--- config.mk ---
export PLATFORM = sky130hd
export DESIGN_NAME = spi_master_ctrl
export DESIGN_NICKNAME = d
export VERILOG_FILES = /design/src/rtl/spi_master_ctrl.sv
export SDC_FILE = /design/constraint.sdc
export NUM_CORES = 1
export LEC_CHECK = 0
export CAP_MARGIN = 20
export CORE_MARGIN = 5
export CORE_UTILIZATION = 55
export CTS_CLUSTER_DIAMETER = 100
export DETAILED_ROUTE_END_ITERATION = 16
export GPL_ROUTABILITY_DRIVEN = 0
export PLACE_DENSITY = 0.86
export SLEW_MARGIN = 25
export SYNTH_ARGS = -nofsm -noshare
export SYNTH_HDL_FRONTEND = slang
export SYNTH_SLANG_ARGS = --single-unit
--- constraint.sdc ---
create_clock -name clk -period 2.4 [get_ports clk]
set_input_delay 0.48 -clock clk [delete_from_list [all_inputs] [get_ports clk]]
set_output_delay 0.48 -clock clk [all_outputs]
set_load 0.1 [all_outputs]
--- src/rtl/spi_master_ctrl.sv ---
// spi_master_ctrl: parametrised SPI master with four SPI modes, a runtime
// clock divider, decoded chip selects and a start/busy/done handshake.
// Each transfer shifts din out MSB-first on mosi while capturing miso into dout.
//
// Ports:
//   clk     system clock, rising edge
//   rst     asynchronous active-low reset
//   start   transfer request, accepted only while busy=0
//   din     transmit word, latched on accept
//   mode    {CPOL, CPHA}, latched on accept
//   div     half-period length minus one in clk cycles, latched on accept
//   cs_sel  target chip-select index, latched on accept
//   busy    transfer in progress
//   done    one-cycle pulse when dout is updated
//   dout    last received word
//   cs_n    active-low chip selects, one low while busy
//   sck     SPI clock
//   mosi    serial data out
//   miso    serial data in
module spi_master_ctrl #(
    parameter  int unsigned DATA_W = 32,
    parameter  int unsigned CS_W   = 2,
    parameter  int unsigned DIV_W  = 8,
    localparam int unsigned NUM_CS = 2 ** CS_W
) (
    input  logic              clk,
    input  logic              rst,
    input  logic              start,
    input  logic [DATA_W-1:0] din,
    input  logic [1:0]        mode,
    input  logic [DIV_W-1:0]  div,
    input  logic [CS_W-1:0]   cs_sel,
    output logic              busy,
    output logic              done,
    output logic [DATA_W-1:0] dout,
    output logic [NUM_CS-1:0] cs_n,
    output logic              sck,
    output logic              mosi,
    input  logic              miso
);

    // Phase index counts H-cycle phases: 0 is SETUP, 1..2*DATA_W are SHIFT.
    localparam int unsigned LAST_EDGE = 2 * DATA_W;
    localparam int unsigned EDGE_W    = $clog2(LAST_EDGE + 1);

    typedef enum logic [1:0] {
        IDLE  = 2'd0,
        SETUP = 2'd1,
        SHIFT = 2'd2,
        HOLD  = 2'd3
    } state_t;

    state_t              state;
    state_t              state_nxt;

    logic [DIV_W-1:0]    div_q;
    logic [DIV_W-1:0]    cnt;
    logic [EDGE_W-1:0]   edge_cnt;
    logic                cpha_q;
    logic [DATA_W-1:0]   tx_sr;
    logic [DATA_W-1:0]   rx_sr;

    logic                phase_end;
    logic                last_phase;
    logic                accept;
    logic                sck_edge;
    logic                lead;
    logic                capture;
    logic                drive;
    logic                finish;

    assign phase_end  = (state != IDLE) && (cnt == div_q);
    assign last_phase = (edge_cnt == EDGE_W'(LAST_EDGE));

    // State register
    always_ff @(posedge clk or negedge rst) begin
        if (!rst) begin
            state <= IDLE;
        end else begin
            state <= state_nxt;
        end
    end

    // Next-state logic
    always_comb begin
        state_nxt = state;
        case (state)
            IDLE:    if (start)                   state_nxt = SETUP;
            SETUP:   if (phase_end)               state_nxt = SHIFT;
            SHIFT:   if (phase_end && last_phase) state_nxt = HOLD;
            HOLD:    if (phase_end)               state_nxt = IDLE;
            default:                              state_nxt = IDLE;
        endcase
    end

    // Per-cycle control strobes for the datapath
    always_comb begin
        accept   = 1'b0;
        sck_edge = 1'b0;
        finish   = 1'b0;
        case (state)
            IDLE:    accept   = start;
            SETUP:   sck_edge = phase_end;
            SHIFT:   sck_edge = phase_end && !last_phase;
            HOLD:    finish   = phase_end;
            default: ;
        endcase
        // Even phase index means the coming sck edge is a leading one.
        lead    = ~edge_cnt[0];
        capture = sck_edge && (lead ^ cpha_q);
        drive   = sck_edge && !(lead ^ cpha_q);
    end

    // Datapath and registered outputs
    always_ff @(posedge clk or negedge rst) begin
        if (!rst) begin
            busy     <= 1'b0;
            done     <= 1'b0;
            dout     <= '0;
            cs_n     <= '1;
            sck      <= 1'b0;
            mosi     <= 1'b0;
            div_q    <= '0;
            cnt      <= '0;
            edge_cnt <= '0;
            cpha_q   <= 1'b0;
            tx_sr    <= '0;
            rx_sr    <= '0;
        end else begin
            done <= 1'b0;

            if (accept || phase_end) begin
                cnt <= '0;
            end else if (state != IDLE) begin
                cnt <= cnt + DIV_W'(1);
            end

            if (accept) begin
                busy     <= 1'b1;
                div_q    <= div;
                cpha_q   <= mode[0];
                sck      <= mode[1];
                cs_n     <= ~(NUM_CS'(1) << cs_sel);
                edge_cnt <= '0;
                rx_sr    <= '0;
                // CPHA=0 presents the MSB before the first edge.
                if (mode[0]) begin
                    mosi  <= 1'b0;
                    tx_sr <= din;
                end else begin
                    mosi  <= din[DATA_W-1];
                    tx_sr <= {din[DATA_W-2:0], 1'b0};
                end
            end

            if (sck_edge) begin
                sck      <= ~sck;
                edge_cnt <= edge_cnt + EDGE_W'(1);
            end

            if (capture) begin
                rx_sr <= {rx_sr[DATA_W-2:0], miso};
            end

            if (drive) begin
                mosi  <= tx_sr[DATA_W-1];
                tx_sr <= {tx_sr[DATA_W-2:0], 1'b0};
            end

            if (finish) begin
                busy <= 1'b0;
                done <= 1'b1;
                dout <= rx_sr;
                cs_n <= '1;
                mosi <= 1'b0;
            end
        end
    end

endmodule

==> results.tsv, run 1 <==
metric	value	unit
ANT cells	0	
max-cap viol count	0	
Net Sw Frac	22.2	%
peak supply drop	0.532	mV
Clk pwr share	52.6	%
DR iter-0 viols	337	
Critical Path AT	2.52	ns
Crit path required time	2.78	ns
TritonCTS clock tree	yes	
Syn Inst Count	618	
Power Density	653	nW/um^2
RR Startpoint	edge_cnt[4]	
IO buf count	87	
f_max	467	MHz
Comb pwr share	3.8	%
crit path time final	2.14	ns
syn nets	674	
CP Capture Type	flop	
internal cell power	3.91	mW
initial core utilization	56.3	%
Yosys warning count	0	
RSZ-0062 raised after global routing	no	
initial antenna violation count	0	
Skew-Pair Late Insertion Delay	0.52	ns
CTS Root Cell	clkbuf_8	
worst reg2reg path depth	6	
Die H	116	um
min-delay src	mode[0]	
Tot Pwr	5.03	mW
ys async rst share	100	%
H-tree depth	4	
clock-pin slew on the worst setup and hold paths	0.06	ns
Post-route DRC	0	
R2R setup slack	0.26	ns
Synth Register Bits	130	
final net count	757	
layout cells sized above 1	17.2	%
via count	4859	
first-pass GRT wire length	23.1	mm
Leak	3.54	nW
Net Switching	1.12	mW
Area contributors post-synth	dfrtp_1, nand2_1, mux2i_1, o21ai_1, a21oi_1	
first-pass iteration count of the detailed router	5	
Fin. Hold Viols	0	
WL/cell	16.3	um
post-synth top area cell	dfrtp_1	
HP Class	in -> reg	
outcome	finished clean	
Final Max Tran Viols	0	
Die Width	116	um
CTS Buf Count	17	
GRT Total Usage	21.6	%
critical path launch point type	flop	
Via density	5.69	
P&R area growth vs syn	25.8	%
Final Setup Violations	0	
post-route clock skew	0.0101	ns
Clock Tree Buf Depth	2	
final setup TNS	0	ns
Main synth FF type	dfrtp_1	
largest net degree at the start of global routing	100	
die area	13400	sq um
worst setup path category	reg -> reg	
vias in the first global route	4825	
Synth Area per Inst	9.91	sq um
total length of routed wires	13.9	mm
r2r endpoint	tx_sr[29]	
core area	10900	sq um
part of the Yosys area used for sequential elements	53.2	%
number of I/O pins	88	
cell area after synthesis	6130	sq um
Routed Antenna Nets	0	
GRT Residual Overflow	0	
Post-CTS Setup Bufs	0	
Distinct cells, synth	50	
sequential power share	43.5	%
slew margin rel.	66.1	%
Hold Crit Endpoint	cpha_q	
fin area	7710	sq um
share of the synthesized area in the top cell type	51.5	%
critical path startpoint	edge_cnt[4]	
CTS sink count	130	
CP max FO	32	
placed cell areas	7090	sq um
FP Rows	38	
Post-synth EDFFs	0	
Tcrit/Tclk final	89.3	%
hpwl dp	9.20	mm
Slew @ Worst Pin	0.509	ns
Hold Path Cell Cnt	3	
==> worst max-delay path, stage by stage, from the launching register on <==
cell	delay [ns]
dfrtp_1	0.43
or4_4	0.58
o21ai_2	0.46
nor4_4	0.08
buf_4	0.25
nand2_1	0.10
o21ai_1	0.10
==> Yosys cell counts, types with 10 or more instances <==
master    instances
nand2_1         147
dfrtp_1         126
o21ai_1          60
nor2_1           42
mux2i_1          34
a21oi_1          32
clkbuf_1         26
mux2_1           12
mux2_2           12
mux2_4           10
o21ai_0          10
xnor2_1          10
==> flip-flops by register name (all words and copies together) (netlist names) <==
name and flops:
rx_sr 32, dout 32, cs_n 4, edge_cnt 7, done 1, state 2
tx_sr 32, sck 1, cnt 8, busy 1, cpha_q 1, div_q 8
mosi 1
==> layout make-up <==
class	count	area (sq um)
Clock buffer	18	418
Clock inverter	14	193
Fill cell	769	3180
Inverter	7	26.3
Multi-Input combinational cell	442	2690
Sequential cell	130	3260
Tap cell	140	175
Timing Repair Buffer	103	948
==> layer usage <==
| layer | track usage, % | wire (um) | vias to the layer above |
|---|---|---|---|
| li1 | - | - | 2297 |
| met1 | 29.0 | 6090 | 2359 |
| met2 | 35.0 | 6720 | 180 |
| met3 | 5.27 | 855 | 23 |
| met4 | 6.81 | 235 | 0 |
| met5 | 0 | 0 | - |
==> per-stage QoR <==
stage / hold slack, ns / setup WS (ns) / utilization, % / instances
after floorplan: 0.184 / 0.496 / - / 618
after global placement: 0.463 / 0.387 / 65.1 / 821
after detailed placement: 0.472 / 0.310 / 65.1 / 821
after CTS: 0.350 / 0.291 / 70.8 / 854
after global routing: 0.380 / 0.132 / 70.8 / 854
final: 0.373 / 0.257 / 70.8 / 854
==> worst max path at each step <==
stage	endpoint	slack [ns]	cells past startpoint
2_1_floorplan	tx_sr[0]	0.50	8
3_3_place_gp	tx_sr[26]	0.39	6
3_5_place_dp	rx_sr[9]	0.31	6
4_1_cts	rx_sr[28]	0.29	6
5_1_grt	rx_sr[31]	0.13	5
6_report	tx_sr[29]	0.26	6
==> power by group through the flow <==
stage | sequential, mW | clock, mW | combinational (mW)
final | 2.19 | 2.65 | 0.193
after global routing | 2.19 | 2.79 | 0.213
after detailed placement | 2.23 | 0 | 0.193
after global placement | 2.23 | 0 | 0.189
after floorplan | 2.23 | 0 | 0.0473
after CTS | 2.19 | 2.68 | 0.196
==> placed cells by master (no fill, tap or decap), types with 2 or more instances in the layout <==
cell | synthesis | routed
mux2_4 | 10 | 10
mux2_1 | 12 | 12
o21ai_0 | 10 | 10
mux2i_1 | 34 | 34
buf_12 | 0 | 5
nor3_1 | 5 | 5
xor2_1 | 3 | 3
inv_1 | 6 | 6
nand2_1 | 147 | 145
and3_1 | 3 | 3
bufinv_16 | 0 | 3
xnor2_1 | 10 | 10
inv_6 | 0 | 4
a32oi_1 | 4 | 4
mux2_2 | 12 | 12
dfrtp_1 | 126 | 126
nor4_4 | 0 | 2
nand4_1 | 5 | 5
nor4_1 | 3 | 3
a21oi_1 | 32 | 32
a22o_1 | 4 | 4
clkdlybuf4s50_1 | 0 | 45
dfstp_2 | 4 | 4
o211ai_1 | 2 | 2
o2bb2ai_1 | 2 | 2
ha_1 | 8 | 8
clkbuf_16 | 0 | 16
nand3b_1 | 3 | 3
clkinv_4 | 0 | 3
nand3_1 | 5 | 5
o21a_1 | 3 | 3
nor2_1 | 42 | 42
o31ai_1 | 3 | 3
buf_4 | 0 | 51
o311ai_0 | 2 | 2
o21ai_1 | 60 | 60
inv_8 | 0 | 3
==> what timing repair did <==
action,4_1_cts,5_1_grt
hold buffers,1,0
resized for setup,0,0
hold endpoints to repair,32,0
==> logic make-up (layout without fill, tap and decap cells) <==
group	after synthesis	count (layout)	share of synthesized area (%)
buf+inv	46	142	3.35
mux	68	68	12.4
flops	130	130	53.2
fa+ha+maj	8	8	1.63
xor+xnor	13	13	1.86
simple gates	225	225	15.8
compound gates	128	128	11.8
(Power assumes the default switching activity.)
==> inputs of run 2 (changes only) <==
--- a/config.mk
+++ b/config.mk
@@ -11,7 +11,7 @@
 export CTS_CLUSTER_DIAMETER = 100
 export DETAILED_ROUTE_END_ITERATION = 16
 export GPL_ROUTABILITY_DRIVEN = 0
-export PLACE_DENSITY = 0.86
+export PLACE_DENSITY = 0.91
 export SLEW_MARGIN = 25
 export SYNTH_ARGS = -nofsm -noshare
 export SYNTH_HDL_FRONTEND = slang
==> results.tsv, run 2 (same netlist as run 1, synthesis figures left out) <==
metric	value	unit
outcome	finished clean	
min-delay src	mode[0]	
Hold Path Cell Cnt	3	
Power Density	649	nW/um^2
Final Max Tran Viols	0	
worst reg2reg path depth	6	
CP max FO	38	
number of I/O pins	88	
most frequent cells in the layout	nand2_1, dfrtp_1, o21ai_1, buf_4, clkdlybuf4s50_1	
first-pass GRT wire length	23.1	mm
r2r endpoint	dout[1]	
Die Width	116	um
Final Setup Violations	0	
via count	4801	
worst setup path category	reg -> reg	
initial antenna violation count	0	
clock-pin slew on the worst setup and hold paths	0.06	ns
core area	10900	sq um
die area	13400	sq um
final setup TNS	0	ns
biggest regs	dout: 32 flops, rx_sr: 32 flops, tx_sr: 32 flops	
slew margin rel.	65.3	%
total length of routed wires	13.7	mm
Fin. Hold Viols	0	
vias in the first global route	4759	
first-pass iteration count of the detailed router	5	
GRT Total Usage	21.6	%
hpwl dp	9.18	mm
max-cap viol count	0	
Die H	116	um
GRT Residual Overflow	0	
FP Rows	38	
P&R area growth vs syn	25.2	%
CTS Hold Bufs	1	
Tcrit/Tclk final	90.8	%
layout cells sized above 1	17.2	%
H-tree depth	4	
post-route clock skew	0.00960	ns
CTS sink count	130	
critical path launch point type	flop	
Post-route DRC	0	
Post-CTS Setup Bufs	0	
R2R setup slack	0.22	ns
Leak	3.52	nW
HP Class	in -> reg	
Routed Antenna Nets	0	
RSZ-0062 raised after global routing	no	
largest net degree at the start of global routing	82	
final net count	757	
DR iter-0 viols	388	
WL/cell	16.1	um
most common cell after layout, fill and taps aside	nand2_1	
ANT cells	0	
Skew-Pair Late Insertion Delay	0.51	ns
final core occ	70.5	%
Clock Tree Buf Depth	2	
post_cts resized	0	
TritonCTS clock tree	yes	
CTS Buf Count	17	
crit path time final	2.18	ns
Slew @ Worst Pin	0.521	ns
Via density	5.62	
Critical Path AT	2.56	ns
CTS Root Cell	clkbuf_8	
initial core utilization	56.3	%
RR Startpoint	cnt[4]	
Hold WS	0.422	ns
CP Capture Type	flop	
f_max	459	MHz
peak supply drop	0.468	mV
IO buf count	87	
Crit path required time	2.78	ns
Hold Crit Endpoint	cpha_q	
==> run 2: through the flow <==
stage                     area [sq um]  worst slack (ns)  instances  total power [mW]
after global routing              7670            0.0154        854              5.14
after CTS                         7670             0.185        854              5.02
after global placement            7060             0.339        821              2.42
after floorplan                   6130             0.496        618              2.28
final                             7670             0.220        854              4.98
after detailed placement          7060             0.237        821              2.42
==> run 2: metal layers <==
layer / up-vias / global-route usage, % / routed length [um]
li1: 2285 / - / -
met5: - / 0 / 0
met2: 161 / 35.5 / 6750
met3: 31 / 4.86 / 819
met4: 0 / 7.43 / 284
met1: 2324 / 28.4 / 5860
==> run 2: worst max path at each step <==
stage / from / end / slack, ns / cells past startpoint
6_report: cnt[4] / dout[1] / 0.22 / 6
4_1_cts: cnt[4] / dout[1] / 0.19 / 6
3_5_place_dp: cnt[4] / dout[7] / 0.24 / 6
2_1_floorplan: edge_cnt[0] / tx_sr[0] / 0.50 / 8
3_3_place_gp: cnt[4] / dout[7] / 0.34 / 6
5_1_grt: cnt[4] / tx_sr[26] / 0.02 / 6
==> run 2: layout make-up <==
class | instances | area, sq um
clock buffer | 18 | 418
sequential | 130 | 3260
multi-input combinational | 442 | 2690
tap | 140 | 175
inverter | 7 | 26.3
timing repair buffer | 103 | 923
fill | 740 | 3220
clock inverter | 14 | 180
==> run 2: report_power, final <==
group	leakage, nW	switching [mW]	total [mW]	internal (mW)
clock	0.292	0.998	2.60	1.60
combinational	1.81	0.0893	0.190	0.100
sequential	1.42	0	2.19	2.19
total	3.52	1.09	4.98	3.90
==> run 2: critical path: stages (launching register included) <==
cell	delay, ns
dfrtp_1	0.43
xnor2_1	0.25
nand4_2	0.26
nor3_4	0.33
nand2_2	0.08
buf_4	0.30
mux2_1	0.40
